--- src/rtl/sort_pkg.sv ---
// sort_pkg: shared types and helpers for the sort_engine block.
//   state_t          - engine FSM encoding (IDLE, SORT, DONE)
//   cmp_swap_needed  - strict compare used by every compare-exchange cell
//   MAX_N / MAX_PW   - bounds on element count and phase-counter width
//   MAX_WIDTH        - widest element the compare helper handles
// Optional feature macro used by the block: SORT_ENGINE_INDEX_EN.
package sort_pkg;

  typedef enum logic [1:0] {
    IDLE = 2'd0,
    SORT = 2'd1,
    DONE = 2'd2
  } state_t;

  // Element count is legal in 2..64, so the phase counter never needs
  // more than MAX_PW bits (it has to hold the value N itself).
  localparam int MAX_N     = 64;
  localparam int MAX_PW    = $clog2(MAX_N + 1);
  localparam int MAX_WIDTH = 64;

  // Strict compare: equal elements never swap, which keeps the sort stable.
  function automatic logic cmp_swap_needed(
    input logic [MAX_WIDTH-1:0] a,
    input logic [MAX_WIDTH-1:0] b,
    input logic                 descend
  );
    return descend ? (a < b) : (a > b);
  endfunction

endpackage

--- src/rtl/sort_cmp_swap.sv ---
// sort_cmp_swap: one combinational compare-exchange cell.
//   a_i, b_i       - element pair at positions k, k+1 (unsigned, WIDTH bits)
//   descend_i      - 0 = ascending, 1 = descending
//   a_idx_i/b_idx_i- original positions of the pair (SORT_ENGINE_INDEX_EN only)
//   lo_o, hi_o     - ordered pair to be written back to positions k, k+1
//   lo_idx_o/hi_idx_o - positions travelling with lo_o/hi_o (SORT_ENGINE_INDEX_EN only)
//   swapped_o      - high when the pair is out of order and gets exchanged
// WIDTH must not exceed sort_pkg::MAX_WIDTH.
module sort_cmp_swap
  import sort_pkg::*;
#(
  parameter int WIDTH = 8
`ifdef SORT_ENGINE_INDEX_EN
  ,
  parameter int IW = 3
`endif
) (
  input  logic [WIDTH-1:0] a_i,
  input  logic [WIDTH-1:0] b_i,
  input  logic             descend_i,
`ifdef SORT_ENGINE_INDEX_EN
  input  logic [IW-1:0]    a_idx_i,
  input  logic [IW-1:0]    b_idx_i,
  output logic [IW-1:0]    lo_idx_o,
  output logic [IW-1:0]    hi_idx_o,
`endif
  output logic [WIDTH-1:0] lo_o,
  output logic [WIDTH-1:0] hi_o,
  output logic             swapped_o
);

  logic [MAX_WIDTH-1:0] a_ext;
  logic [MAX_WIDTH-1:0] b_ext;

  assign a_ext     = MAX_WIDTH'(a_i);
  assign b_ext     = MAX_WIDTH'(b_i);
  assign swapped_o = cmp_swap_needed(a_ext, b_ext, descend_i);

  assign lo_o = swapped_o ? b_i : a_i;
  assign hi_o = swapped_o ? a_i : b_i;

`ifdef SORT_ENGINE_INDEX_EN
  assign lo_idx_o = swapped_o ? b_idx_i : a_idx_i;
  assign hi_idx_o = swapped_o ? a_idx_i : b_idx_i;
`endif

endmodule

--- src/rtl/sort_engine.sv ---
// sort_engine: handshaked odd-even transposition sorter, one phase per cycle,
// with early termination once two consecutive phases perform no swap.
//   clk, rst            - clock, synchronous active-high reset
//   in_valid/in_ready   - input handshake; data_in + descend sampled at accept
//   data_in [N]         - unsigned WIDTH-bit elements
//   descend             - 0 = ascending, 1 = descending
//   out_valid/out_ready - output handshake; result held while out_ready is low
//   data_out [N]        - sorted vector (registered)
//   phases              - phases executed for the current result (2..N)
//   busy                - high while sorting
//   idx_out [N]         - original input position of each output element
//                         (present only when SORT_ENGINE_INDEX_EN is defined)
// Legal N is 2..64; WIDTH up to 64.
module sort_engine
  import sort_pkg::*;
#(
  parameter int N     = 6,
  parameter int WIDTH = 8,
  parameter int PW    = $clog2(N + 1)
) (
  input  logic             clk,
  input  logic             rst,
  input  logic             in_valid,
  output logic             in_ready,
  input  logic [WIDTH-1:0] data_in [N],
  input  logic             descend,
  output logic             out_valid,
  input  logic             out_ready,
  output logic [WIDTH-1:0] data_out [N],
  output logic [PW-1:0]    phases,
`ifdef SORT_ENGINE_INDEX_EN
  output logic [$clog2(N)-1:0] idx_out [N],
`endif
  output logic             busy
);

`ifdef SORT_ENGINE_INDEX_EN
  localparam int IW = $clog2(N);
`endif

  state_t           state_q, state_d;
  logic [WIDTH-1:0] vec_q [N];
  logic [WIDTH-1:0] vec_d [N];
  logic [WIDTH-1:0] vec_ph [N];        // working vector after this cycle's phase
  logic [WIDTH-1:0] dout_q [N];
  logic [WIDTH-1:0] dout_d [N];
  logic             desc_q, desc_d;
  logic [PW-1:0]    cnt_q, cnt_d;
  logic [PW-1:0]    phases_q, phases_d;
  logic             clean_q, clean_d;  // previous phase performed no swap
  logic             phase_swap;
  logic             last_phase;

  logic [WIDTH-1:0] cell_lo [N-1];
  logic [WIDTH-1:0] cell_hi [N-1];
  logic             cell_sw [N-1];

`ifdef SORT_ENGINE_INDEX_EN
  logic [IW-1:0] idx_q [N];
  logic [IW-1:0] idx_d [N];
  logic [IW-1:0] idx_ph [N];
  logic [IW-1:0] iout_q [N];
  logic [IW-1:0] iout_d [N];
  logic [IW-1:0] cell_lo_idx [N-1];
  logic [IW-1:0] cell_hi_idx [N-1];
`endif

  // One cell per adjacent pair; the phase parity picks which cells apply.
  for (genvar gi = 0; gi < N - 1; gi++) begin : g_cell
    sort_cmp_swap #(
      .WIDTH (WIDTH)
`ifdef SORT_ENGINE_INDEX_EN
      ,
      .IW    (IW)
`endif
    ) u_cell (
      .a_i       (vec_q[gi]),
      .b_i       (vec_q[gi+1]),
      .descend_i (desc_q),
`ifdef SORT_ENGINE_INDEX_EN
      .a_idx_i   (idx_q[gi]),
      .b_idx_i   (idx_q[gi+1]),
      .lo_idx_o  (cell_lo_idx[gi]),
      .hi_idx_o  (cell_hi_idx[gi]),
`endif
      .lo_o      (cell_lo[gi]),
      .hi_o      (cell_hi[gi]),
      .swapped_o (cell_sw[gi])
    );
  end

  // Even phase writes back cells 0,2,4..; odd phase cells 1,3,5..
  // Cells of one parity touch disjoint positions, so there is no overlap.
  // An element with no partner in this phase keeps its value.
  always_comb begin
    vec_ph     = vec_q;
`ifdef SORT_ENGINE_INDEX_EN
    idx_ph     = idx_q;
`endif
    phase_swap = 1'b0;
    for (int k = 0; k < N - 1; k++) begin
      if (k[0] == cnt_q[0]) begin
        vec_ph[k]   = cell_lo[k];
        vec_ph[k+1] = cell_hi[k];
`ifdef SORT_ENGINE_INDEX_EN
        idx_ph[k]   = cell_lo_idx[k];
        idx_ph[k+1] = cell_hi_idx[k];
`endif
        phase_swap  = phase_swap | cell_sw[k];
      end
    end
  end

  // clean_q is only set after a completed phase, so the early exit can never
  // fire before two phases have run.
  assign last_phase = (cnt_q == PW'(N - 1)) || (!phase_swap && clean_q);

  always_comb begin
    state_d  = state_q;
    vec_d    = vec_q;
    dout_d   = dout_q;
    desc_d   = desc_q;
    cnt_d    = cnt_q;
    phases_d = phases_q;
    clean_d  = clean_q;
`ifdef SORT_ENGINE_INDEX_EN
    idx_d    = idx_q;
    iout_d   = iout_q;
`endif
    unique case (state_q)
      IDLE: begin
        if (in_valid) begin
          vec_d   = data_in;
          desc_d  = descend;
          cnt_d   = '0;
          clean_d = 1'b0;
`ifdef SORT_ENGINE_INDEX_EN
          for (int k = 0; k < N; k++) idx_d[k] = IW'(k);
`endif
          state_d = SORT;
        end
      end
      SORT: begin
        vec_d   = vec_ph;
`ifdef SORT_ENGINE_INDEX_EN
        idx_d   = idx_ph;
`endif
        cnt_d   = cnt_q + PW'(1);
        clean_d = !phase_swap;
        if (last_phase) begin
          dout_d   = vec_ph;
`ifdef SORT_ENGINE_INDEX_EN
          iout_d   = idx_ph;
`endif
          phases_d = cnt_q + PW'(1);
          state_d  = DONE;
        end
      end
      DONE: begin
        if (out_ready) state_d = IDLE;
      end
      default: state_d = IDLE;
    endcase
  end

  always_ff @(posedge clk) begin
    if (rst) begin
      state_q  <= IDLE;
      desc_q   <= 1'b0;
      cnt_q    <= '0;
      phases_q <= '0;
      clean_q  <= 1'b0;
      for (int k = 0; k < N; k++) begin
        vec_q[k]  <= '0;
        dout_q[k] <= '0;
`ifdef SORT_ENGINE_INDEX_EN
        idx_q[k]  <= '0;
        iout_q[k] <= '0;
`endif
      end
    end else begin
      state_q  <= state_d;
      desc_q   <= desc_d;
      cnt_q    <= cnt_d;
      phases_q <= phases_d;
      clean_q  <= clean_d;
      vec_q    <= vec_d;
      dout_q   <= dout_d;
`ifdef SORT_ENGINE_INDEX_EN
      idx_q    <= idx_d;
      iout_q   <= iout_d;
`endif
    end
  end

  // Handshake flags are direct decodes of the registered state.
  assign in_ready  = (state_q == IDLE);
  assign busy      = (state_q == SORT);
  assign out_valid = (state_q == DONE);
  assign data_out  = dout_q;
  assign phases    = phases_q;
`ifdef SORT_ENGINE_INDEX_EN
  assign idx_out   = iout_q;
`endif

endmodule

--- config.mk ---
export PLATFORM = sky130hd
export DESIGN_NAME = sort_engine
export DESIGN_NICKNAME = d
export VERILOG_FILES = /design/src/rtl/sort_pkg.sv /design/src/rtl/sort_cmp_swap.sv /design/src/rtl/sort_engine.sv
export SDC_FILE = /design/constraint.sdc
export NUM_CORES = 1
export LEC_CHECK = 0
export CORE_AREA = 2 2 127 129
export DETAILED_ROUTE_END_ITERATION = 16
export DIE_AREA = 0 0 129 131
export GPL_TIMING_DRIVEN = 0
export PLACE_DENSITY = 0.64
export SETUP_SLACK_MARGIN = 0.5
export SYNTH_ARGS = -nofsm -noshare
export SYNTH_HDL_FRONTEND = slang
export SYNTH_SLANG_ARGS = --single-unit
export TNS_END_PERCENT = 30
--- constraint.sdc ---
create_clock -name clk -period 3.2 [get_ports clk]
set_input_delay 0.32 -clock clk [delete_from_list [all_inputs] [get_ports clk]]
set_output_delay 0.32 -clock clk [all_outputs]
set_load 0.03 [all_outputs]
---- Yosys cells after proc, flatten, opt, wreduce, memory -nomap -nowiden ----
Index checks and enable logic that the tools add are counted.
word-level totals
  bits in registers ....................... 106
  input port bits ......................... 53
  bits in read-only memories .............. 0
  word-level logic and storage cells ...... 82
  bits in latches ......................... 0
  RAM bits ................................ 0
  memories ................................ 0
  output and inout port bits .............. 54
operators by class
  bitwise gates (word level) .............. 4
  div/mod/pow operators ................... 0
  multiplexer cells ....................... 35
  shifts and indexed selects .............. 0
  equality and inequality tests ........... 6
  reductions and logical operators ........ 9
  order comparisons ....................... 10
  $mul .................................... 0
  add/sub/neg operators ................... 1
operators with widths
  cell                                                                   count
  48-bit one-hot mux with 2 select lines                                 1
  16-bit 2-to-1 mux                                                      5
  8-bit 2-to-1 mux                                                       10
  48-bit 2-to-1 mux                                                      1
  8-bit greater-than comparator                                          5
  8-bit less-than comparator                                             5
  1-bit 2-to-1 mux                                                       11
  2-bit 2-to-1 mux                                                       3
  2-bit one-hot mux with 3 select lines                                  1
  3-bit one-hot mux with 2 select lines                                  1
  2-bit AND reduction                                                    3
  2-bit by 1-bit != test with 1-bit output, second input constant        2
  1-bit bitwise OR                                                       4
  3-bit by 1-bit adder with 3-bit output, second input constant          1
  3-bit equality test, second input constant                             1
  3-bit 2-to-1 mux                                                       1
  3-bit AND reduction                                                    1
  2-bit by 1-bit equality test with 1-bit output, second input constant  1
  2-bit equality test, second input constant                             1
  2-bit zero test                                                        1
  2-bit != test, second input constant                                   1
  1-bit one-hot mux with 2 select lines                                  1
  2-bit nonzero test                                                     1
  1-bit logical AND                                                      1
  other kinds (2)                                                        2

---- Depth between registers and ports, before layout ----
  depth after elaboration ................. 16
  depth in mapped cells ................... 12
  mapped depth without buffers ............ 10

---- By module ----
A second synthesis with hierarchy kept.
second synthesis, totals
  cells, all modules ...................... 740
  area, all modules ....................... 7123.1 µm²
by module, submodules not included
  module         area each (µm²)  instances  cells an instance
  sort_engine    4758.3           1          490
  sort_cmp_swap  473.0            5          50

---- Least setup slack after synthesis ----
OpenSTA, ideal clock, no wires.
  path type ............................... reg-to-reg
  start point ............................. register vec_q[33] in the netlist's numbering
  end point ............................... register dout_q (netlist bit data_out[33])
  period minus slack after synthesis ...... 2.506 ns
  data required time ...................... 3.077 ns
  cell stages (with the launch flop) ...... 13
  setup slack ............................. 0.694 ns
  arrival ................................. 2.383 ns
  library setup time ...................... 0.123 ns
  path through ............................ dfxtp_1 > inv_1 > ha_1 > nor2b_1 > o211ai_1 > a21oi_1 > or3_1 > and2_1 > and4b_1 > buf_4 > nor2_4 > buf_2 > o21ai_0
on the way
  word-level cells in the longest chain between the ends .. 15
  elaborated cells on any way between the ends .. 23
  classes of those cells .................. 4 x order compare; 11 x mux; 4 x bitwise; 4 x reduce/logical
ends and longest elaborated chain
  what                                                                                RTL line            RTL
  from (decl)                                                                         sort_engine.sv:42   logic [WIDTH-1:0] vec_q [N];
  from (signal assigned)                                                              sort_engine.sv:187  vec_q <= vec_d;
  8-bit greater-than comparator / 8-bit less-than comparator (equally long branches)  sort_pkg.sv:27      return descend ? (a < b) : (a > b);
  1-bit 2-to-1 mux                                                                    sort_pkg.sv:27
  1-bit 2-to-1 mux                                                                    sort_engine.sv:102  if (k[0] == cnt_q[0]) begin
  1-bit bitwise OR                                                                    sort_engine.sv:109  phase_swap = phase_swap | cell_sw[k];
  1-bit 2-to-1 mux                                                                    sort_engine.sv:102
  1-bit bitwise OR                                                                    sort_engine.sv:109
  1-bit 2-to-1 mux                                                                    sort_engine.sv:102
  1-bit bitwise OR                                                                    sort_engine.sv:109
  1-bit 2-to-1 mux                                                                    sort_engine.sv:102
  1-bit bitwise OR                                                                    sort_engine.sv:109
  1-bit 2-to-1 mux                                                                    sort_engine.sv:102
  1-bit zero test                                                                     sort_engine.sv:116  assign last_phase = (cnt_q == PW'(N - 1)) || (!phase_swap && clean_q);
  1-bit logical AND                                                                   sort_engine.sv:116
  1-bit logical OR                                                                    sort_engine.sv:116
  2-bit AND reduction (no source line)                                                --
  to (signal assigned)                                                                sort_engine.sv:188  dout_q <= dout_d;
  to (decl)                                                                           sort_engine.sv:45   logic [WIDTH-1:0] dout_q [N];
Several ways; a longest one is shown, not always the timed one.
A chain may end at the register's enable or synchronous reset.

---- Worst setup path after layout ----
  start point ............................. register vec_q[16] in the netlist's numbering
  end point ............................... register vec_q[10] in the netlist's numbering
on the way
  word-level cells in the longest chain between the ends .. 6
  elaborated cells on any way between the ends .. 7
  classes of those cells .................. 2 x order compare; 5 x mux
ends and longest elaborated chain
  what                                                                                RTL line             RTL
  8-bit greater-than comparator / 8-bit less-than comparator (equally long branches)  sort_pkg.sv:27
  1-bit 2-to-1 mux (*)                                                                sort_pkg.sv:27
  8-bit 2-to-1 mux (*)                                                                sort_cmp_swap.sv:40  assign hi_o = swapped_o ? a_i : b_i;
  16-bit 2-to-1 mux (*) (2 in series)                                                 sort_engine.sv:102
  48-bit one-hot mux with 2 select lines (*)                                          sort_engine.sv:130   unique case (state_q)
Every way passes the cells marked *; elsewhere a longest branch is shown, timed or not.

==> flow_summary.yaml <==
floorplanning:
  dieWidth_um: 129
  core_region_area_um2: 15600
  initial_core_util_pct: 39.1
  io_pins: 107
  die_height_um: 131
  fp-row-count: 46
  die_area_um2: 16900
detailed_routing:
  initialDrtViolationCount: 741
  post_drt_wl_per_cell_um: 20.2
  antenna_violating_nets_post_route: 0
  routed_wirelength_um: 22400
  routed-via-count: 6561
  drt_pre_antenna_iters: 7
  drt_drc_violations_left: 0
  routed_via_density: 5.92
global_route:
  global_route.usage.total_pct: 26.0
  grt_antenna_before_repair: 0
  groute.layer.met2.usage_pct: 39.1
  gr-usage-met3_pct: 4.28
  global_route.usage.met1_pct: 38.3
  grt_most_used_layer: "met2"
  globalRouteOverflowTotal: 0
  grt_pass1_wl_um: 33100
  grt_start_max_net_pins: 18
  first_global_vias: 5811
cts:
  cts_made_buffers: 9
  cts.hold.buffers_added: 0
  clock_insertion_delay_worst_skew_ns: 0.37
  cts.path.max_buffers: 2
  cts.root.buffer_cell: "clkbuf_16"
  cts_sinks: 106
  tritoncts: "yes"
  clock_tree.htree_level_count: 3
  clk_pin_slew_ns: 0.07
yosys:
  yosys.cell_types.count: 59
  synth_area_um2: 6090
  yosysWarnings: 0
  post_synth.cell_area_avg_um2: 8.36
  async_reset_ff_share_pct: 0
  post_synth_inst_count: 729
  yosysSeqAreaShare_pct: 34.8
  synth.ff_latch_count: 106
  mappedNetlistNets: 824
  synth_edf_count: 0
  postSynth.topFlopCell: "dfxtp_1"
placed_design:
  detailedPlacementHpwl_um: 16400
  detailed_place.area_um2: 7410
  place_congestion: 0.950
  port-buffer-count: 105
  place_inst: 1050
  preCtsSetupSlack_ns: -0.0188
finish:
  layout_common_cells: "clkdlybuf4s50_1 (105), dfxtp_1 (76), nor2_1 (61)"
  antenna_cells: 0
  final_layout_size_suffix_gt1_share_pct: 26.3
  layoutNonFillerInstCount: 1108
  layout_commonest_cell: "clkdlybuf4s50_1"
  num-fill-cells: 1479
  nNetsFinal: 982
  multiInputGateArea_um2: 3970
  synthToLayoutAreaGrowth_pct: 42.4
  design_area_um2: 8670
  register_area_um2: 2210
sta:
  setup_viol: 0
  final.setup_skew_ns: 0.0119
  tightestPinTransition_ns: 0.792
  unrepaired_setup_endpoints_after_global_routing: "true"
  final.period_utilization_pct: 86.2
  slew_violations: 0
  layout_setup_ws_ns: 0.441
  fin_hold_ws_ns: 0.363
  maximum_achievable_frequency_mhz: 362
  slew-limit-headroom_pct: 47.2
  final_hold_viol_count: 0
  finalWorstPathRequiredPeriod_ns: 2.76
setup_path:
  critPathCaptureType: "register"
  crit_path_max_fanout: 6
  largest_stage_delay_on_the_critical_path_ns: 0.55
  criticalPathCategory: "register to register"
  cp_cell_sequence: "inv_1 -> ha_2 -> nor2b_4 -> o211ai_2 -> a21oi_2 -> or2_1 -> mux4_2 -> a222oi_1 -> buf_4 -> nor2_1 -> a311oi_1"
  cp.required_ns: 3.47
  critPathTopFamily: "compound AO/OA/AOI/OAI gates"
  cp_data_arrival_time_ns: 3.03
  critical_path.startpoint_type: "register"
  path_buf_inv: 2
  crit_slowest_cell: "mux4_2"
hold_path:
  holdCritPathClass: "input pin to register"
outcome:
  outcome: "finished, final reports clean"
power:
  leakagePower_nw: 3.06
  pwr_density_cell_nw_per_um2: 862
  peakVddDrop_mv: 0.362
job:
  drv_cap: 0
==> final cells by class <==
| class | instances | share of cell area [%] |
|---|---|---|
| Clock buffer | 10 | 2.64 |
| Timing Repair Buffer | 147 | 16.2 |
| Buffer | 53 | 3.89 |
| Inverter | 46 | 2.08 |
| Clock inverter | 6 | 0.779 |
| Multi-Input combinational cell | 524 | 45.8 |
| Sequential cell | 106 | 25.5 |
| Tap cell | 216 | 3.12 |
==> through the flow <==
| step | TNS (ns) | total power [mW] | util (%) |
|---|---|---|---|
| after detailed placement | -0.0854 | 5.16 | 47.5 |
| after global placement | -0.460 | 5.16 | 47.5 |
| after floorplan | 0 | 4.15 | - |
| final | 0 | 7.47 | 55.6 |
| after CTS | 0 | 6.57 | 50.8 |
| after global routing | 0 | 7.88 | 55.6 |
==> cell families after synthesis <==
kind of cell    Yosys count  share of synthesized area, %
simple gates            223                          18.2
mux                      12                          2.79
fa+ha+maj                42                          8.63
flops                   106                          34.8
buf+inv                  99                          7.07
xor+xnor                  1                         0.144
compound gates          246                          28.3
==> worst paths after layout <==
kind	from	endpoint	slack [ns]	cells past startpoint
max	vec_q[16]$_SDFFE_PP0P_	vec_q[10]$_SDFFE_PP0P_	0.44	11
max reg2reg	vec_q[16]$_SDFFE_PP0P_	vec_q[10]$_SDFFE_PP0P_	0.44	11
min	rst	vec_q[0]$_SDFFE_PP0P_	0.36	4
min reg2reg	data_out[12]$_SDFFE_PP0P_	data_out[12]$_SDFFE_PP0P_	0.47	2
==> worst register-to-register path, cell delays in order, from the launching register on <==
cell and delay (ns):
dfxtp_4 0.37, inv_1 0.14, ha_2 0.23, nor2b_4 0.04, o211ai_2 0.14, a21oi_2 0.10
or2_1 0.24, mux4_2 0.55, a222oi_1 0.39, buf_4 0.20, nor2_1 0.05, a311oi_1 0.22
==> cells in the mapped netlist (6+ instances only) <==
cell | number | area share, %
a21oi_1 | 72 | 5.9
buf_2 | 10 | 0.82
o21ai_0 | 31 | 2.5
a22oi_1 | 21 | 2.6
nor2_1 | 62 | 3.8
clkbuf_1 | 29 | 1.8
a211oi_1 | 37 | 4.6
nand2b_1 | 10 | 1.0
nand2_1 | 44 | 2.7
nand4_1 | 33 | 3.4
a222oi_1 | 24 | 3.9
o221ai_1 | 8 | 1.2
buf_4 | 7 | 0.86
ha_1 | 42 | 8.6
and2_1 | 6 | 0.62
nor3_1 | 19 | 1.6
inv_1 | 44 | 2.7
o21ai_1 | 6 | 0.49
dfxtp_1 | 106 | 35
o31ai_1 | 9 | 1.1
nand3_1 | 22 | 1.8
o221a_2 | 7 | 1.3
mux2i_1 | 8 | 1.3
==> sequential cells by signal, indices dropped and copies added (netlist names) <==
signal    flops
clean_q       1
desc_q        1
cnt_q         3
data_out     48
phases        3
vec_q        48
state_q       2
==> per-layer routing <==
metal / wire [um] / part of all wire [%]
met4: 490 / 2.2
met2: 9700 / 43
met1: 10400 / 47
met5: 0 / 0
met3: 1770 / 7.9
==> power breakdown <==
group	total [mW]	internal, mW	switching [mW]
sequential	1.81	1.54	0.261
combinational	4.52	2.00	2.52
clock	1.15	0.609	0.538
total	7.47	4.16	3.32
==> what timing repair did <==
action / in CTS / in global routing
gates cloned: 0 / 1
setup buffers: 14 / 27
gates resized for setup: 63 / 141
endpoints found under the setup margin: 89 / 91
pin swaps: 10 / 22
No activity file was read; power rests on OpenSTA's default activity.
